### src/rtl/modn_updown_counter_if.sv
// Bus bundle for modn_updown_counter: control/load inputs and count/status outputs.
// Latency: none, signal bundle only.
// Backpressure: none; the counter accepts a step or load every cycle.
//
// Signals:
//   en, up_dn, load, data   : driven by the controlling logic (master)
//   count, tc, wrapped,
//   load_err                : driven by the counter (slave)
interface modn_updown_counter_if #(
  parameter int WIDTH = 4
);
  logic             en;
  logic             up_dn;
  logic             load;
  logic [WIDTH-1:0] data;
  logic [WIDTH-1:0] count;
  logic             tc;
  logic             wrapped;
  logic             load_err;

  modport master (
    output en, up_dn, load, data,
    input  count, tc, wrapped, load_err
  );

  modport slave (
    input  en, up_dn, load, data,
    output count, tc, wrapped, load_err
  );
endinterface

### src/rtl/modn_updown_counter.sv
// Modulo-MODULUS up/down counter with load, enable, wrap/saturate mode and cascade tc.
// Latency: count/wrapped/load_err update one edge after load/en is sampled; tc is combinational.
// Backpressure: none; one step or load per cycle, priority rst > load > en.
//
// Ports:
//   clk        : rising-edge clock
//   rst        : synchronous active-high reset (count=0, pulses cleared)
//   bus.en     : count enable, bus.up_dn : 1 up / 0 down
//   bus.load   : parallel load of bus.data (out-of-range values clamp to MODULUS-1)
//   bus.count  : registered count, bus.tc : terminal count for cascading
//   bus.wrapped / bus.load_err : one-cycle registered pulses
module modn_updown_counter #(
  parameter int WIDTH    = 4,
  parameter int MODULUS  = 12,
  parameter int SATURATE = 0
) (
  input logic                   clk,
  input logic                   rst,
  modn_updown_counter_if.slave  bus
);

  // Configuration guard: the range must have at least two states and fit in WIDTH bits.
  if (MODULUS < 2 || MODULUS > (1 << WIDTH)) begin : g_bad_modulus
    $error("modn_updown_counter: MODULUS %0d illegal for WIDTH %0d", MODULUS, WIDTH);
  end

  localparam logic [WIDTH-1:0] MAX_CNT = WIDTH'(MODULUS - 1);
  // One extra bit so MODULUS == 2**WIDTH is representable in the range compare.
  localparam logic [WIDTH:0]   MOD_EXT = (WIDTH + 1)'(MODULUS);

  logic [WIDTH-1:0] count_q;
  logic             wrapped_q;
  logic             load_err_q;
  logic             at_max;
  logic             at_min;
  logic             in_range;

  assign at_max   = (count_q == MAX_CNT);
  assign at_min   = (count_q == '0);
  assign in_range = ({1'b0, bus.data} < MOD_EXT);

  always_ff @(posedge clk) begin
    if (rst) begin
      count_q    <= '0;
      wrapped_q  <= 1'b0;
      load_err_q <= 1'b0;
    end else if (bus.load) begin
      count_q    <= in_range ? bus.data : MAX_CNT;
      load_err_q <= ~in_range;
      wrapped_q  <= 1'b0;
    end else if (bus.en) begin
      load_err_q <= 1'b0;
      if (bus.up_dn) begin
        if (!at_max) begin
          count_q   <= count_q + WIDTH'(1);
          wrapped_q <= 1'b0;
        end else if (SATURATE != 0) begin
          wrapped_q <= 1'b0;
        end else begin
          // Explicit wrap rather than relying on overflow, so wrapped fires for any modulus.
          count_q   <= '0;
          wrapped_q <= 1'b1;
        end
      end else begin
        if (!at_min) begin
          count_q   <= count_q - WIDTH'(1);
          wrapped_q <= 1'b0;
        end else if (SATURATE != 0) begin
          wrapped_q <= 1'b0;
        end else begin
          count_q   <= MAX_CNT;
          wrapped_q <= 1'b1;
        end
      end
    end else begin
      wrapped_q  <= 1'b0;
      load_err_q <= 1'b0;
    end
  end

  assign bus.count    = count_q;
  assign bus.wrapped  = wrapped_q;
  assign bus.load_err = load_err_q;

  // Unregistered so a cascaded stage steps on the same edge as this stage's wrap.
  // Still asserted in saturate mode so downstream logic sees the end of range.
  assign bus.tc = bus.en & ~rst & ~bus.load &
                  ((bus.up_dn & at_max) | (~bus.up_dn & at_min));

endmodule

### src/flat_wrapper.sv
// flat-port wrapper written by rule: the top's interface ports become plain ports
module modn_updown_counter_flat 
#(
  parameter int WIDTH    = 4,
  parameter int MODULUS  = 12,
  parameter int SATURATE = 0
)
  (clk, rst, bus_en, bus_up_dn, bus_load, bus_data, bus_count, bus_tc, bus_wrapped, bus_load_err);
  modn_updown_counter_if #(.WIDTH(WIDTH)) bus_i ();
  input logic clk;
  input logic rst;
  input wire logic [$bits(bus_i.en)-1:0] bus_en;
  input wire logic [$bits(bus_i.up_dn)-1:0] bus_up_dn;
  input wire logic [$bits(bus_i.load)-1:0] bus_load;
  input wire logic [$bits(bus_i.data)-1:0] bus_data;
  output wire logic [$bits(bus_i.count)-1:0] bus_count;
  output wire logic [$bits(bus_i.tc)-1:0] bus_tc;
  output wire logic [$bits(bus_i.wrapped)-1:0] bus_wrapped;
  output wire logic [$bits(bus_i.load_err)-1:0] bus_load_err;
  assign bus_i.en = bus_en;
  assign bus_i.up_dn = bus_up_dn;
  assign bus_i.load = bus_load;
  assign bus_i.data = bus_data;
  assign bus_count = bus_i.count;
  assign bus_tc = bus_i.tc;
  assign bus_wrapped = bus_i.wrapped;
  assign bus_load_err = bus_i.load_err;
  modn_updown_counter #(.WIDTH(WIDTH), .MODULUS(MODULUS), .SATURATE(SATURATE)) u_core (.clk(clk), .rst(rst), .bus(bus_i));
endmodule
### config.mk
export PLATFORM = sky130hd
export DESIGN_NAME = modn_updown_counter_flat
export DESIGN_NICKNAME = d
export VERILOG_FILES = /design/src/rtl/modn_updown_counter_if.sv /design/src/rtl/modn_updown_counter.sv /design/src/flat_wrapper.sv
export SDC_FILE = /design/constraint.sdc
export NUM_CORES = 1
export LEC_CHECK = 0
export CAP_MARGIN = 5
export CORE_AREA = 2 2 39 41
export CTS_CLUSTER_DIAMETER = 40
export CTS_CLUSTER_SIZE = 30
export DETAILED_ROUTE_END_ITERATION = 12
export DIE_AREA = 0 0 41 43
export PLACE_DENSITY = 0.61
export RECOVER_POWER = 25
export SYNTH_ARGS = -nofsm -noshare
export SYNTH_HDL_FRONTEND = slang
export SYNTH_SLANG_ARGS = --single-unit
export TNS_END_PERCENT = 30
### constraint.sdc
create_clock -name clk -period 2.62 [get_ports clk]
set_clock_uncertainty 0.1 [all_clocks]
set_input_delay 0.262 -clock clk [delete_from_list [all_inputs] [get_ports clk]]
set_output_delay 0.262 -clock clk [all_outputs]
set_load 0.005 [all_outputs]
==> results of run 1 <==
==> logic make-up after synthesis <==
| kind of cell | after synthesis | share of synthesized area (%) |
|---|---|---|
| AO/OA/AOI/OAI | 21 | 35.02 |
| XOR/XNOR | 1 | 2.078 |
| adder cells (fa/ha/maj) | 2 | 5.934 |
| buffers and inverters | 9 | 8.901 |
| flip-flops | 6 | 28.49 |
| AND/OR/NAND/NOR | 17 | 19.58 |
==> power groups by stage <==
stage	Sequential (mW)	Clock, mW	Combinational (mW)
2_1_floorplan	0.105	0	0.0413
3_3_place_gp	0.109	0	0.0703
3_5_place_dp	0.109	0	0.0712
4_1_cts	0.108	0.0887	0.0719
5_1_grt	0.110	0.0957	0.0816
6_report	0.108	0.0863	0.0703
==> layout make-up <==
| class | instances | area share (%) |
|---|---|---|
| Inverter | 6 | 3.711 |
| Multi-Input combinational cell | 41 | 43.51 |
| Sequential cell | 6 | 19.79 |
| Timing Repair Buffer | 16 | 25.98 |
| Tap cell | 16 | 3.299 |
| Clock buffer | 3 | 3.711 |
==> placed cells by master (no fill, tap or decap) <==
master	count
a211oi_1	2
inv_2	1
o2111ai_1	1
dfxtp_1	6
nand2_1	3
o21bai_1	1
inv_1	5
o211ai_1	1
a2111o_1	1
nor3_1	3
a41oi_1	1
clkbuf_4	3
nand3_1	1
xor2_1	1
nor4_1	2
a31oi_1	3
a22oi_1	1
nand2b_1	2
a311oi_2	1
o21ai_0	2
clkdlybuf4s50_1	12
dlygate4sd3_1	3
nor2_1	5
a21boi_0	1
nand3b_1	1
buf_4	1
ha_1	2
a21oi_1	6
==> per-layer routing <==
metal / global-route usage [%] / vias up / routed length, µm
met5: 0 / - / 0
met2: 23.75 / 11 / 533
met4: 2.000 / 0 / 0
met3: 9.424 / 0 / 57
met1: 20.65 / 212 / 464
li1: - / 239 / -
==> through the flow <==
step	utilization (%)	instances	total power [mW]	worst slack, ns
3_3_place_gp	42.22	85	0.1796	0.4442
5_1_grt	43.85	88	0.2870	0.07672
2_1_floorplan	-	56	0.1461	1.128
6_report	43.85	88	0.2644	0.2961
3_5_place_dp	42.22	85	0.1807	0.4223
4_1_cts	43.85	88	0.2684	0.2932
==> flip-flops by register name, indices dropped and copies added (netlist names) <==
| signal | cells |
|---|---|
| u_core.bus.wrapped | 1 |
| u_core.bus.load_err | 1 |
| u_core.bus.count | 4 |
==> worst min-delay path, stage by stage (launching register included) <==
cell	delay (ns)
dfxtp_1	0.39
o211ai_1	0.14
a21oi_1	0.06
==> final timing paths <==
check / to / slack (ns) / cells after the start
min reg2reg: u_core.bus.count[2]$_SDFFE_PP0P_ / 0.55 / 2
max: bus_tc / 0.30 / 4
min: u_core.bus.count[2]$_SDFFE_PP0P_ / 0.55 / 2
max reg2reg: u_core.bus.count[3]$_SDFFE_PP0P_ / 1.01 / 6
==> flow_summary.toml, run 1 <==
[synthesis]
syn_inst = 56
synth-edff-count = 0
syn-num-nets = 67
ys_ff_latch = 6
synth.area.top_cells = "dfxtp_1 (28%), a21oi_1 (7.1%), ha_1 (5.9%)"
syn_area_per_cell_um2 = 7.530
synthArstFlopShare_pct = 0
ys.flop_type = "dfxtp_1"
yosysSeqAreaShare_pct = 28.49
syn_area_um2 = 421.7
synth_area_leader_cell = "dfxtp_1"
yosysUniqueCellTypes = 26
synth_common_cells = "a21oi_1 (6), dfxtp_1 (6), inv_1 (5), nor2_1 (5)"
yosysWarnings = 0
netlist.area_leader.share_pct = 28.49

[grt]
grt_pass1_wl_mm = 1.959
grt_overflow = 0
gr-usage-all-layers_pct = 16.18
grt_pass1_vias = 442
grt_start_max_net_pins = 11
grt_antenna_before_repair = 0

[route]
dr.first_iter.drc_count = 6
drc_errors = 0
viasPerCell = 5.250
routedWlPerCell_um = 11.98
firstDrtPassIters = 2
totalWireLength_mm = 1.054
via_count = 462
ant_nets = 0

[power]
power_leakage_nw = 0.2303
cellPowerDensity_nw_per_um2 = 435.7
p_seq_share_pct = 40.8
pwr-share-clk_pct = 32.6
p_sw_mw = 0.07641
pwr-share-comb_pct = 26.6
ir_drop_mv = 0.1995
intPower_mw = 0.1880
sw_frac_of_total_pct = 28.90

[finish]
syn_to_final_growth_pct = 43.92
fin_area_um2 = 606.8
multi_input_area_um2 = 264.0
layout-drive-gt1-share_pct = 8.333
layout.nets = 85
antenna_cells = 0
area.sequential_um2 = 120.1
fill_cells = 154

[sta]
slew_headroom_pct = 79.01
hold_slack_ns = 0.5469
tns_ns = 0
finalSetupViolations = 0
max_freq_mhz = 430.3
drv_slew = 0
rsz0062_at_grt = "false"
tightest_slew_ns = 0.3144
hold_violations = 0
period_minus_slack_ns = 2.324
finalCritPeriodShare_pct = 88.70

[setup_path]
crit_buf_inv = 1
path_cells = "ha_1 > a31oi_1 > nor4_1 > clkdlybuf4s50_1"
critPathSlowestCell = "clkdlybuf4s50_1"
crit_arrival_ns = 1.96
setup.worst_path.start = "u_core.bus.count[0]$_SDFFE_PP0P_"
endpoint_kind = "output pin"
cp_max_fo = 9
slowest_delay_ns = 0.55
crit_family = "buffers and inverters"
worstSetupPathType = "reg2out"
cp.required_ns = 2.26
rr_startpoint = "u_core.bus.count[0]$_SDFFE_PP0P_"
start_kind = "flip-flop"

[clock_tree]
postCtsHoldBufs = 0
cts_setup_buffers = 0
insertion_delay_ns = 0.25
clk_pin_slew_worst_paths_ns = 0.05
clock-sinks = 6
numCtsBuffers = 3
cts_tree = "yes"
clockBufferDepth = 2
cts-root-buf = "clkbuf_4"
htreeDepth = 1
cts-resized-gates = 0

[run_status]
status = "completed"

[die]
ioPinCount = 16
core-area_um2 = 1384
die_y_um = 43
fp.dieW_um = 41
initial_core_util_pct = 30.47
fp-row-count = 14
dieArea_um2 = 1763

[flow_run]
cap_violations = 0

[placed_design]
dp_hpwl_um = 815.7
gp_congestion = 0.7845
port_buffers = 15
placed_area_um2 = 584.3

[hold_path]
hold_start = "u_core.bus.count[2]$_SDFFE_PP0P_"
hold_class = "reg2reg"
Power figures use the tool's default switching activity.
==> run 2, diff against run 1 <==
==> constraint.sdc (replaced) <==
create_clock -name clk -period 2.2 [get_ports clk]
set_clock_uncertainty 0.1 [all_clocks]
set_input_delay 0.22 -clock clk [delete_from_list [all_inputs] [get_ports clk]]
set_output_delay 0.22 -clock clk [all_outputs]
set_load 0.005 [all_outputs]
==> run 2 against run 1 <==
  * Clock-buffer cell count is the same
  * Sequential share of layout area fell by 1.1 points
  * Die area unchanged
  * Critical path depth up 3
  * Total power grew 21%
  * Final area is 6.0% higher
  * Non-clock buffer count rose by 5
  * Via count rose by 4.1%
  * Cell count up 5.7%
  * Critical path type unchanged
  * Critical endpoint unchanged
  * Register-to-register slack lost 0.37 ns
==> flow_summary.toml, run 2 (synthesis results as in run 1) <==
[run_status]
status = "completed"

[placed_design]
dp.cells = 90
dp_hpwl_um = 835.8
gp_congestion = 0.8000
port_buffers = 15

[setup_path]
r2r_end = "u_core.bus.count[3]$_SDFFE_PP0P_"
worstSetupPathType = "reg2out"
cp_max_fo = 7
crit_arrival_ns = 1.51
endpoint_kind = "output pin"
cp.required_ns = 1.88
start_kind = "flip-flop"
reg2reg_setup_slack_ns = 0.64
rr_startpoint = "u_core.bus.count[1]$_SDFFE_PP0P_"
r2r_cells = 6

[clock_tree]
cts_tree = "yes"
htreeDepth = 1
insertion_delay_ns = 0.24
clockBufferDepth = 2
cts_setup_buffers = 0
clock-sinks = 6
numCtsBuffers = 3
cts-root-buf = "clkbuf_4"
clk_pin_slew_worst_paths_ns = 0.04

[die]
fp-row-count = 14
die_y_um = 43
fp.dieW_um = 41
dieArea_um2 = 1763
initial_core_util_pct = 30.47
core-area_um2 = 1384
ioPinCount = 16

[route]
firstDrtPassIters = 4
ant_nets = 0
drc_errors = 0
routedWlPerCell_um = 11.14
via_count = 481
viasPerCell = 5.172
totalWireLength_mm = 1.036
dr.first_iter.drc_count = 10

[sta]
tightest_slew_ns = 0.3226
finalCritPeriodShare_pct = 82.99
tns_ns = 0
rsz0062_at_grt = "false"
period_minus_slack_ns = 1.826
slew_headroom_pct = 78.47
max_freq_mhz = 547.7
hold_violations = 0
drv_slew = 0
finalSetupViolations = 0

[finish]
fill_cells = 157
final_cell_mix = "clkdlybuf4s50_1 (12), a21oi_1 (6), dfxtp_1 (6)"
layout-drive-gt1-share_pct = 12.99
antenna_cells = 0
multi_input_area_um2 = 264.0
syn_to_final_growth_pct = 52.52
largest_reg_flops = 4
layoutNonFillerInstCount = 93
final_common_cell = "clkdlybuf4s50_1"
area.sequential_um2 = 120.1
layout.nets = 90

[power]
sw_frac_of_total_pct = 27.96
p_sw_mw = 0.08937
p_seq_share_pct = 39.6
power_leakage_nw = 0.2693
power_mw = 0.3196
pwr-share-clk_pct = 31.4
cellPowerDensity_nw_per_um2 = 497.0
pwr-share-comb_pct = 29.0
intPower_mw = 0.2302
ir_drop_mv = 0.2869

[grt]
gr-usage-all-layers_pct = 14.39
grt_start_max_net_pins = 11
grt_antenna_before_repair = 0
grt_overflow = 0
grt_pass1_vias = 436
grt_pass1_wl_mm = 1.697

[hold_path]
hold_class = "in2reg"
hold_end = "u_core.bus.load_err$_SDFF_PP0_"
hold_start = "bus_data[3]"
hold_path_depth = 3

[flow_run]
cap_violations = 0
run 2: final cells by class:
class                   count  share of cell area [%]
multi-input cells          41                   41.05
repair buffers             21                   30.16
flip-flops and latches      6                   18.68
clock buffers               3                   3.502
inverters                   6                   3.502
well taps                  16                   3.113
run 2: worst max-delay path, stage by stage, from the launching register on:
cell	delay [ns]
dfxtp_1	0.42
inv_1	0.07
ha_1	0.19
nand2b_1	0.10
nor2_1	0.04
a31oi_1	0.20
nor4_1	0.08
dlymetal6s2s_1	0.16
run 2: routing by layer:
layer,routed length [µm],track usage (%)
met1,460,17.48
met2,498,20.31
met3,77,10.47
met4,0,2.667
met5,0,0
run 2: power by group through the flow:
stage | combinational [mW] | sequential [mW] | clock, mW
2_1_floorplan | 0.0492 | 0.125 | 0
3_3_place_gp | 0.0951 | 0.129 | 0
3_5_place_dp | 0.0941 | 0.129 | 0
4_1_cts | 0.0946 | 0.127 | 0.106
5_1_grt | 0.104 | 0.128 | 0.116
6_report | 0.0928 | 0.127 | 0.100
run 2: worst max path at each step:
| stage | start | end | slack (ns) |
|---|---|---|---|
| floorplan | u_core.bus.count[0]$_SDFFE_PP0P_ | u_core.bus.count[3]$_SDFFE_PP0P_ | 0.71 |
| global placement | bus_up_dn | bus_tc | 0.13 |
| detailed placement | bus_up_dn | bus_tc | 0.13 |
| CTS | u_core.bus.count[1]$_SDFFE_PP0P_ | bus_tc | 0.03 |
| global route | u_core.bus.count[0]$_SDFFE_PP0P_ | bus_tc | 0.19 |
| finish | u_core.bus.count[1]$_SDFFE_PP0P_ | bus_tc | 0.37 |
run 2: per-stage QoR:
| stage | hold slack [ns] | utilization, % | setup WS [ns] | instance area (µm²) |
|---|---|---|---|---|
| CTS | 0.4997 | 46.56 | 0.02718 | 644.4 |
| floorplan | 0.1879 | - | 0.7075 | 421.7 |
| global placement | 0.5309 | 44.94 | 0.1308 | 621.8 |
| global route | 0.5133 | 46.47 | 0.1912 | 643.1 |
| detailed placement | 0.5342 | 44.94 | 0.1336 | 621.8 |
| finish | 0.5021 | 46.47 | 0.3741 | 643.1 |
run 2: timing repair:
action                                 4_1_cts  5_1_grt
hold buffers                                 0        0
endpoints found under the hold margin        0        0
resized for setup                            0        1
setup endpoints to repair                    0        1
